[src/rtl/branch_resolution_pkg.sv]
// Shared types and constants for the branch resolution path.
// The entry record is reused by the predictor integration and the hazard unit.
package branch_resolution_pkg;

    localparam int BRU_ADDR_WIDTH = 6;
    localparam int BRU_PC_WIDTH   = 32;
    localparam int BRU_DEPTH      = 4;
    localparam int BRU_PTR_WIDTH  = $clog2(BRU_DEPTH);

    typedef struct packed {
        logic [BRU_ADDR_WIDTH-1:0] addr;
        logic                      predTaken;
        logic [BRU_PC_WIDTH-1:0]   altPC;
    } bru_entry_t;

    // Pointer width for a queue of the given depth; never narrower than one bit.
    function automatic int ptr_width(input int depth);
        return (depth > 1) ? $clog2(depth) : 1;
    endfunction

endpackage

[src/rtl/branch_resolution_fifo.sv]
// Generic circular buffer with push, pop and clear; DEPTH must be a power of 2.
// clear equalises the pointers at the post-pop head, so a same-cycle pop still retires.
module branch_resolution_fifo
    import branch_resolution_pkg::*;
#(
    parameter int WIDTH = 8,
    parameter int DEPTH = 4
) (
    input  logic                   clk,
    input  logic                   rst,
    input  logic                   push,
    input  logic                   pop,
    input  logic                   clear,
    input  logic [WIDTH-1:0]       wdata,
    output logic [WIDTH-1:0]       rdata,
    output logic [$clog2(DEPTH):0] count,
    output logic                   full,
    output logic                   empty
);

    localparam int PW = ptr_width(DEPTH);

    logic [PW-1:0]    head;
    logic [PW-1:0]    tail;
    logic [PW-1:0]    head_next;
    logic [PW:0]      occ;
    logic             do_push;
    logic             do_pop;
    logic [WIDTH-1:0] mem [DEPTH];

    assign full      = (occ == (PW+1)'(DEPTH));
    assign empty     = (occ == '0);
    assign count     = occ;
    assign rdata     = mem[head];

    // Pushes into a full queue and pops from an empty one are silently ignored.
    assign do_pop    = pop && !empty;
    assign do_push   = push && !full && !clear;
    assign head_next = head + PW'(do_pop);

    // NOTE: state uses non-blocking assignments so every register samples pre-edge values.
    always_ff @(posedge clk or negedge rst) begin
        if (!rst) begin
            head <= '0;
            tail <= '0;
            occ  <= '0;
        end else begin
            head <= head_next;
            if (clear) begin
                tail <= head_next;
                occ  <= '0;
            end else begin
                if (do_push) begin
                    tail <= tail + PW'(1);
                end
                case ({do_push, do_pop})
                    2'b10:   occ <= occ + (PW+1)'(1);
                    2'b01:   occ <= occ - (PW+1)'(1);
                    default: occ <= occ;
                endcase
            end
        end
    end

    // NOTE: the storage array has no reset; occupancy alone decides which slots are live.
    always_ff @(posedge clk) begin
        if (do_push) begin
            mem[tail] <= wdata;
        end
    end

endmodule

[src/rtl/branch_resolution_unit.sv]
// Tracks in-flight branch predictions, trains the 2-bit predictor on resolve
// and redirects fetch on a mispredict.
module branch_resolution_unit
    import branch_resolution_pkg::*;
#(
    parameter int ADDR_WIDTH = BRU_ADDR_WIDTH,
    parameter int PC_WIDTH   = BRU_PC_WIDTH,
    parameter int DEPTH      = BRU_DEPTH
) (
    input  logic                   clk,
    input  logic                   rst,
    input  logic                   predValid,
    input  logic [ADDR_WIDTH-1:0]  predAddr,
    input  logic                   predTaken,
    input  logic [PC_WIDTH-1:0]    predAltPC,
    output logic                   predReady,
    input  logic                   resolveValid,
    input  logic                   resolveTaken,
    input  logic                   flush,
    output logic [ADDR_WIDTH-1:0]  updateAddr,
    output logic                   branchTaken,
    output logic                   update,
    output logic                   mispredict,
    output logic [PC_WIDTH-1:0]    redirectPC,
    output logic [$clog2(DEPTH):0] count,
    output logic                   resolveErr
);

    localparam int EW = ADDR_WIDTH + 1 + PC_WIDTH;

    logic [EW-1:0]         wr_entry;
    logic [EW-1:0]         head_entry;
    logic [ADDR_WIDTH-1:0] head_addr;
    logic                  head_taken;
    logic [PC_WIDTH-1:0]   head_alt;
    logic                  full;
    logic                  empty;
    logic                  resolve_hit;
    logic                  wrong_path;
    logic                  push_en;
    logic                  clear_q;

    assign wr_entry   = {predAddr, predTaken, predAltPC};
    assign head_addr  = head_entry[EW-1 -: ADDR_WIDTH];
    assign head_taken = head_entry[PC_WIDTH];
    assign head_alt   = head_entry[PC_WIDTH-1:0];

    assign predReady   = rst && !full;
    assign resolve_hit = resolveValid && !empty;
    assign wrong_path  = resolve_hit && (resolveTaken != head_taken);

    // A mispredict squashes everything younger, including a push arriving in the same cycle.
    assign push_en     = predValid && predReady && !flush && !wrong_path;
    assign clear_q     = flush || wrong_path;

    branch_resolution_fifo #(
        .WIDTH (EW),
        .DEPTH (DEPTH)
    ) u_fifo (
        .clk   (clk),
        .rst   (rst),
        .push  (push_en),
        .pop   (resolve_hit),
        .clear (clear_q),
        .wdata (wr_entry),
        .rdata (head_entry),
        .count (count),
        .full  (full),
        .empty (empty)
    );

    // Address, direction and redirect hold their last values between pulses.
    always_ff @(posedge clk or negedge rst) begin
        if (!rst) begin
            update      <= 1'b0;
            mispredict  <= 1'b0;
            resolveErr  <= 1'b0;
            updateAddr  <= '0;
            branchTaken <= 1'b0;
            redirectPC  <= '0;
        end else begin
            update     <= resolve_hit;
            mispredict <= wrong_path;
            resolveErr <= resolveValid && empty;
            if (resolve_hit) begin
                updateAddr  <= head_addr;
                branchTaken <= resolveTaken;
            end
            if (wrong_path) begin
                redirectPC <= head_alt;
            end
        end
    end

endmodule

[config.mk]
export PLATFORM = sky130hd
export DESIGN_NAME = branch_resolution_unit
export DESIGN_NICKNAME = d
export VERILOG_FILES = /design/src/rtl/branch_resolution_pkg.sv /design/src/rtl/branch_resolution_fifo.sv /design/src/rtl/branch_resolution_unit.sv
export SDC_FILE = /design/constraint.sdc
export NUM_CORES = 1
export LEC_CHECK = 0
export CORE_ASPECT_RATIO = 1.4
export CORE_MARGIN = 5
export CORE_UTILIZATION = 40
export DETAILED_ROUTE_END_ITERATION = 16
export HOLD_SLACK_MARGIN = 0.03
export PLACE_DENSITY_LB_ADDON = 0.2
export RECOVER_POWER = 100
export SLEW_MARGIN = 5
export SYNTH_ARGS = -nofsm -noshare
export SYNTH_HDL_FRONTEND = slang
export SYNTH_SLANG_ARGS = --single-unit
[constraint.sdc]
create_clock -name clk -period 8.53 [get_ports clk]
set_clock_uncertainty 0.2 [all_clocks]
set_input_delay 2.1325 -clock clk [delete_from_list [all_inputs] [get_ports clk]]
set_output_delay 2.1325 -clock clk [all_outputs]
set_load 0.01 [all_outputs]
==> Word-level counts from Yosys, hierarchy flattened <==
Memories as Yosys holds them, arrays and structs flattened.
Index checks and enable logic that the tools add are counted.
{ "word_totals": {"regBits": 49, "ram_bits": 156, "inputBits": 45, "memories": 1} }
{ "classes": {"n_addsub": 4, "eq_ne": 4, "mux": 6, "n_reduce_logical": 19} }
{ "mem_list": {"columns": ["memory", "depth", "word_bits", "rd", "rd_clocked_by_memory_dff", "wr", "line_no", "text"], "rows": [
  ["u_fifo.mem", 4, 39, 1, 0, 1, "branch_resolution_fifo.sv:29", "logic [WIDTH-1:0] mem [DEPTH];"]
]} }
{ "ops": {"columns": ["op", "count"], "rows": [
  ["1-bit logical AND", 10],
  ["3-bit one-hot mux with 2 select lines", 1],
  ["1-bit logical NOT", 5],
  ["2-bit two-way mux", 2],
  ["3-bit by 1-bit adder with 3-bit output (second input constant)", 1],
  ["3-bit == test (second input constant)", 1],
  ["3-bit logical NOT", 1],
  ["3-bit two-way mux", 1],
  ["3-bit nonzero test", 1],
  ["3-bit by 1-bit subtractor with 3-bit output (second input constant)", 1],
  ["2-bit by 1-bit adder with 2-bit output", 1],
  ["2-bit by 1-bit adder with 2-bit output (second input constant)", 1],
  ["2-bit by 1-bit == test with 1-bit output (second input constant)", 1],
  ["2-bit == test (second input constant)", 1],
  ["1-bit two-way mux", 2],
  ["2-bit nonzero test", 1],
  ["1-bit logical OR", 1],
  ["1-bit inequality test", 1]
]} }

==> Longest topological paths before layout <==
Gate-level depths: netlist of the first run.
{ "depth": {"word_depth": 11, "mapped_depth": 8, "depth_no_buf": 8} }

==> Hierarchy <==
Synthesis of the first run repeated with hierarchy kept, for this count alone.
{ "unflattened": {"hier_cells": 357, "hier_area_um2": 7893.8} }
{ "by_module_without_submodules": {"columns": ["module", "instances", "cells_each", "area_per_inst_um2", "seq_area_each_um2"], "rows": [
  ["branch_resolution_fifo", 1, 264, 6162.2, 4859.7],
  ["branch_resolution_unit", 1, 93, 1731.7, 1051.0]
]} }

==> Least setup slack after synthesis of the first run <==
No wires, ideal clock.
{ "synth_path": {"kind": "in2reg", "startpoint": "input port resolveValid", "endpoint": "memory u_fifo.mem[0][0] in the netlist's numbering (enable)", "arrival_time_ps": 4322, "t_required_ps": 7895, "slack_ps": 3573, "cell_stages": 4, "path_buffers": 1, "path_cell_list": "o31ai_2 > buf_2 > o21bai_2 > nor2_1"} }
{ "synth_between": {"elab_chain_cells": 8} }
{ "synth_rtl": {"columns": ["element", "line_no", "text"], "rows": [
  ["start, declared", "branch_resolution_unit.sv:17", "input logic resolveValid,"],
  ["1-bit logical AND *", "branch_resolution_unit.sv:49", "assign resolve_hit = resolveValid && !empty;"],
  ["1-bit logical AND *", "branch_resolution_unit.sv:50", "assign wrong_path = resolve_hit && (resolveTaken != head_taken);"],
  ["1-bit logical NOT", "branch_resolution_unit.sv:53", "assign push_en = predValid && predReady && !flush && !wrong_path;"],
  ["1-bit logical AND", "branch_resolution_unit.sv:53", null],
  ["1-bit logical AND", "branch_resolution_fifo.sv:38", "assign do_push = push && !full && !clear;"],
  ["1-bit logical AND *", "branch_resolution_fifo.sv:38", null],
  ["1-bit two-way mux *", "branch_resolution_fifo.sv:67", "if (do_push) begin"],
  ["1-bit two-way mux (implied by the code) *", "branch_resolution_fifo.sv:68", "mem[tail] <= wdata;"],
  ["end, declared", "branch_resolution_fifo.sv:29", null]
]} }
Mark *: on every way between the ends. The rest lies on a longest branch, timed or not.

==> Final worst setup path of the first run <==
Same ends and word-level chain as after synthesis.

==> results of run 1 <==
[cell usage in the layout (no fill, tap or decap), types with 2 or more instances in the layout]
master	count
a21oi_1	4
buf_4	2
bufinv_16	2
clkbuf_1	11
clkbuf_16	21
clkbuf_8	2
clkdlybuf4s50_1	4
clkinv_2	3
dfrtp_1	47
dlygate4sd3_1	85
edfxtp_1	156
ha_1	5
inv_1	3
mux2_2	33
mux4_2	39
nand2_1	27
nor2_1	5
nor3_1	3
nor3b_1	2
o21ai_0	2
or3b_2	2
[flip-flops by register name, indices dropped and copies added (netlist names)]
signal	count
branchTaken	1
mispredict	1
redirectPC	32
resolveErr	1
u_fifo.count	3
u_fifo.head	2
u_fifo.mem	156
u_fifo.tail	2
update	1
updateAddr	6
[report_power, final]
part | internal, uW | switching (uW) | leakage, uW | total [uW]
Combinational | 463 | 330 | 0.00100 | 793
Clock | 528 | 346 | 0.000321 | 874
Sequential | 1250 | 140 | 0.00200 | 1390
Total | 2240 | 817 | 0.00332 | 3050
[area by class of cell]
type / count / area, um2 / area share, %
inverters: 3 / 11.3 / 0.119
clock buffers: 28 / 572 / 6.02
flip-flops and latches: 205 / 5920 / 62.3
well taps: 248 / 310 / 3.27
repair buffers: 98 / 933 / 9.83
clock inverters: 7 / 86.3 / 0.910
multi-input cells: 138 / 1660 / 17.5
[final timing paths]
check	endpoint	slack, ns	cells after the start
hold / removal	updateAddr[0]	0.27	2
hold reg to reg	updateAddr[0]	0.27	2
min in group asynchronous	updateAddr[4]	1.58	2
setup / recovery	u_fifo.mem[0][0]	1.98	6
max in group asynchronous	u_fifo.head[0]	5.95	2
setup reg to reg	u_fifo.mem[0][0]	3.07	5
[worst min-delay path: stages (launching register included)]
cell	delay, ns
dfrtp_1	0.34
nand2_1	0.05
nand2_1	0.06
[routing by layer]
layer / vias up / track usage, %
met3: 28 / 2.37
met2: 78 / 23.5
met5: - / 0
li1: 1627 / -
met4: 2 / 3.80
met1: 1883 / 15.3
[cells by family (layout without fill, tap and decap cells)]
group | Yosys count | in the layout | share of synthesized area (%)
AOI/OAI and AO/OA | 11 | 11 | 1.01
xor gates and xnor gates | 3 | 3 | 0.441
adders and majority gates | 6 | 6 | 1.08
buffers and inverters | 15 | 136 | 1.11
DFF | 205 | 205 | 77.2
muxes | 73 | 73 | 16.5
and+or+nand+nor | 45 | 45 | 2.70
[stage by stage]
stage | cells | utilization, % | setup slack [ns] | hold WS (ns)
5_1_grt | 727 | 49.8 | 1.58 | 0.304
2_1_floorplan | 358 | - | 3.57 | 0.312
6_report | 727 | 49.8 | 1.98 | 0.275
3_3_place_gp | 692 | 46.6 | 2.59 | 0.262
4_1_cts | 727 | 50.1 | 2.58 | 0.289
3_5_place_dp | 692 | 46.6 | 2.57 | 0.272
==> results.yml, run 1 <==
outcome:
  outcome: "complete, but fails checks"
  failed_checks: "max-capacitance violations, max-slew violations"
power_and_ir_drop:
  leakage_uw: 0.00332
  vdd_drop_max_v: 0.000131
  power_uw: 3050
  power_density_nw_per_um2: 322
sta:
  grt_setup_unrepaired: "no"
  min_period_ns: 6.55
  max_clock_freq_ghz: 0.153
  hold_viol: 0
  tns_ns: 0
  slew_headroom_pct: -52.1
  fin_crit_sh_pct: 76.8
  setup_viol: 0
  drv_slew: 118
  worstMarginPinSlew_ns: 2.28
yosys:
  ys_top_cells_by_count: "edfxtp_1 (156), dfrtp_1 (49), mux4_2 (39), mux2_2 (33), nand2_1 (27)"
  syn-num-nets: 409
  yosys_register_bits: 205
  synthArstFlopShare_pct: 23.9
  synth_area_leaders: "edfxtp_1 (61%), dfrtp_1 (16%), mux4_2 (11%)"
  yosysMostFrequentCell: "edfxtp_1"
  yosysTopAreaCell: "edfxtp_1"
  synth_top_area_share_pct: 61.2
  yosys_warnings: 0
  ys_seq_area_share_pct: 77.2
  syn_area_per_cell_um2: 21.4
  synthCells: 358
  synth_edf_count: 156
  synth_cell_types: 33
  synth_area_um2: 7660
  yosys_most_used_dff: "edfxtp_1"
routing:
  drtIter0Drc: 142
  wirelength_mm: 14.1
  ant_nets: 0
  wl_met3_um: 630
  wl_met1_mm: 5.54
  wl_met2_mm: 7.64
  vias_per_cell: 4.98
  top_layer: "met5"
  routedWlPerCell_um: 19.4
  drc_errors: 0
  num_vias: 3618
  drt_first_pass_iters: 4
floorplan:
  fp-row-count: 60
  die_height_um: 174
  die_w_um: 127
  ioPinCount: 91
  core_um2: 19100
  fp.dieArea_um2: 22000
  start_util_pct: 40.2
global_route:
  grt_max_degree: 53
  grt.total_usage_pct: 12.8
  grt_overflow_total: 0
  antenna_found_initial: 1
  grt_pass1_wl_mm: 22.0
  grt_pass1_vias: 4005
worst_setup_path:
  critical_path_buf_inv_count: 3
  required_ns: 8.41
  max_stage_delay_ns: 1.62
  path_cells: "dlygate4sd3_1 -> o31ai_2 -> clkbuf_1 -> o21bai_1 -> nor2_1 -> clkbuf_1"
  startpoint: "resolveValid"
  crit_path_frequent_cell: "clkbuf_1"
  regToRegStartpoint: "u_fifo.head[0]"
  cp-end-kind: "register"
  crit_family: "buffers and inverters"
  arrival_ns: 6.43
  critPathKind: "primary input to register"
  worst-path-max-fanout: 20
  cp_slowest_cell: "nor2_1"
  worstSetupStartpointType: "primary input"
finish:
  num_antenna_cells: 0
  finalInstanceArea_um2: 9490
  area.growth.synth_to_final_pct: 24.0
  nNetsFinal: 517
  fill_cells: 1621
  drive_gt1_share_pct: 23.2
flow_run:
  drv_cap: 5
clocking:
  htreeDepth: 1
  cts_inserted_buffers: 20
  cts.repair.resized: 0
  clk_latency_ns: 0.48
  clockBufferDepth: 3
  cts-hold-fix-buffers: 0
  post_cts_buffers: 0
  cts-root-buf: "clkbuf_16"
  path_clk_slew_ns: 0.06
  cts.sinks: 205
  cts_tree: "done"
place:
  gp_congestion: 0.734
  dpl.hpwl_mm: 8.23
  port_buffers: 90
  dpl_cell_area_um2: 8890
worst_hold_path:
  hold_class: "register to register"
  worstHoldStart: "updateAddr[0]"
Note: power is estimated with default switching activity, not from simulation.
==> run 2, diff against run 1 <==
Clock period 8.53 ns to 6 ns, I/O delays scaled along.
==> results.yml, run 2 (synthesis results as in run 1) <==
clocking:
  path_clk_slew_ns: 0.06
  cts.sinks: 205
  clk_latency_ns: 0.47
  cts-hold-fix-buffers: 0
  cts-root-buf: "clkbuf_16"
  clockBufferDepth: 3
  cts_tree: "done"
  cts_inserted_buffers: 20
  post_cts_buffers: 0
  htreeDepth: 1
  cts.repair.resized: 0
routing:
  wirelength_mm: 14.6
  drc_errors: 0
  vias_per_cell: 5.04
  drtIter0Drc: 221
  num_vias: 3651
  routedWlPerCell_um: 20.2
  drt_first_pass_iters: 6
  ant_nets: 0
place:
  dpl.hpwl_mm: 8.64
  port_buffers: 90
  gp_congestion: 0.710
sta:
  setup_viol: 0
  grt_setup_unrepaired: "no"
  min_period_ns: 4.61
  hold_ws_ns: 0.267
  drv_slew: 40
  worstMarginPinSlew_ns: 1.62
  fin_crit_sh_pct: 76.8
  hold_viol: 0
  tns_ns: 0
  max_clock_freq_ghz: 0.217
  slew_headroom_pct: -8.82
floorplan:
  die_height_um: 174
  die_w_um: 127
  ioPinCount: 91
  fp.dieArea_um2: 22000
  fp-row-count: 60
  core_um2: 19100
  start_util_pct: 40.2
finish:
  ff_latch_area_um2: 5920
  final_common_cell: "edfxtp_1"
  fill_cells: 1608
  drive_gt1_share_pct: 24.1
  mostFrequentLayoutCells: "edfxtp_1 (156), dlygate4sd3_1 (85), dfrtp_1 (47), mux4_2 (39), mux2_2 (33)"
  num_antenna_cells: 0
  area.growth.synth_to_final_pct: 23.9
  multi_input_area_um2: 1690
  nNetsFinal: 514
  regMostFlops: "u_fifo.mem"
  reg_top3: "u_fifo.mem x156, redirectPC x32, updateAddr x6"
  largest_reg_flops: 156
global_route:
  grt_overflow_total: 0
  grt_pass1_wl_mm: 23.1
  grt_max_degree: 41
  grt_pass1_vias: 4122
  grt.total_usage_pct: 13.4
  antenna_found_initial: 0
worst_setup_path:
  worst-path-max-fanout: 39
  regToRegStartpoint: "u_fifo.count[0]"
  critPathKind: "primary input to register"
  path_cells: "dlygate4sd3_1 -> o31ai_1 -> o21bai_1 -> nor2_4 -> clkbuf_2"
  startpoint: "resolveValid"
  cp_slowest_cell: "clkbuf_2"
  crit_family: "buffers and inverters"
  r2r_slack_ns: 1.56
  reg2reg_to: "u_fifo.mem[2][9]"
  cp.depth: 5
  r2r_cells: 4
  required_ns: 5.88
  crit_end: "u_fifo.mem[2][9]"
  max_stage_delay_ns: 0.96
  cp-end-kind: "register"
  worstSetupStartpointType: "primary input"
  arrival_ns: 4.49
  critical_path_buf_inv_count: 2
power_and_ir_drop:
  seqPwrFrac_pct: 47.0
  p_switching_uw: 1160
  sw_frac_of_total_pct: 27.0
  p_comb_share_pct: 25.1
  power_uw: 4310
  power_density_nw_per_um2: 455
  leakage_uw: 0.00332
  power_frac_clock_pct: 27.9
  vdd_drop_max_v: 0.000187
  intPower_uw: 3150
outcome:
  failed_checks: "max-capacitance violations, max-slew violations"
  outcome: "complete, but fails checks"
worst_hold_path:
  hold_class: "register to register"
flow_run:
  drv_cap: 2
## run 2: worst min-delay path by stage
stage                             start       endpoint  slack (ns)  cells after the start
final                     updateAddr[2]  updateAddr[2]        0.27                      2
after global routing      updateAddr[5]  updateAddr[5]        0.30                      2
after CTS                 updateAddr[2]  updateAddr[2]        0.28                      2
after detailed placement  updateAddr[2]  updateAddr[2]        0.27                      2
after global placement    updateAddr[2]  updateAddr[2]        0.26                      2
after floorplan             branchTaken    branchTaken        0.31                      2
## run 2: per-layer routing
layer | wire length (um) | global-route usage (%) | up-vias
met5 | 0 | 0 | -
met4 | 197 | 3.67 | 0
met2 | 8250 | 25.1 | 88
met1 | 5530 | 15.7 | 1914
li1 | - | - | 1635
met3 | 635 | 2.37 | 14
## run 2: stage by stage
step                      util [%]  setup WS (ns)  instance area [um2]  instances
final                         49.8           1.39                 9490        725
after global routing          49.8           1.18                 9490        725
after floorplan                  -           1.68                 7660        358
after CTS                     49.9           1.42                 9510        725
after global placement        46.5           1.44                 8870        689
after detailed placement      46.5           1.42                 8870        689
## run 2: power by group through the flow
| stage | Clock, uW | Sequential, uW | Combinational [uW] |
|---|---|---|---|
| floorplan | 0 | 1970 | 720 |
| global placement | 0 | 2080 | 1160 |
| detailed placement | 0 | 2080 | 1170 |
| CTS | 1240 | 2050 | 1170 |
| global route | 1310 | 2080 | 1170 |
| finish | 1210 | 2030 | 1080 |
## run 2: cell type report
| class | count | area share, % |
|---|---|---|
| clock buffers | 32 | 6.29 |
| clock inverters | 4 | 0.475 |
| inverters | 3 | 0.119 |
| multi-input cells | 138 | 17.8 |
| flip-flops and latches | 205 | 62.4 |
| well taps | 248 | 3.27 |
| repair buffers | 95 | 9.69 |
## run 2: worst register-to-register path: cells and delay by family, from the launching register on
| family | cells | cell delay [ns] |
|---|---|---|
| AND/OR/NAND/NOR | 1 | 0.25 |
| AO/OA/AOI/OAI | 2 | 2.13 |
| flip-flops | 1 | 0.48 |
| buffers and inverters | 1 | 0.96 |
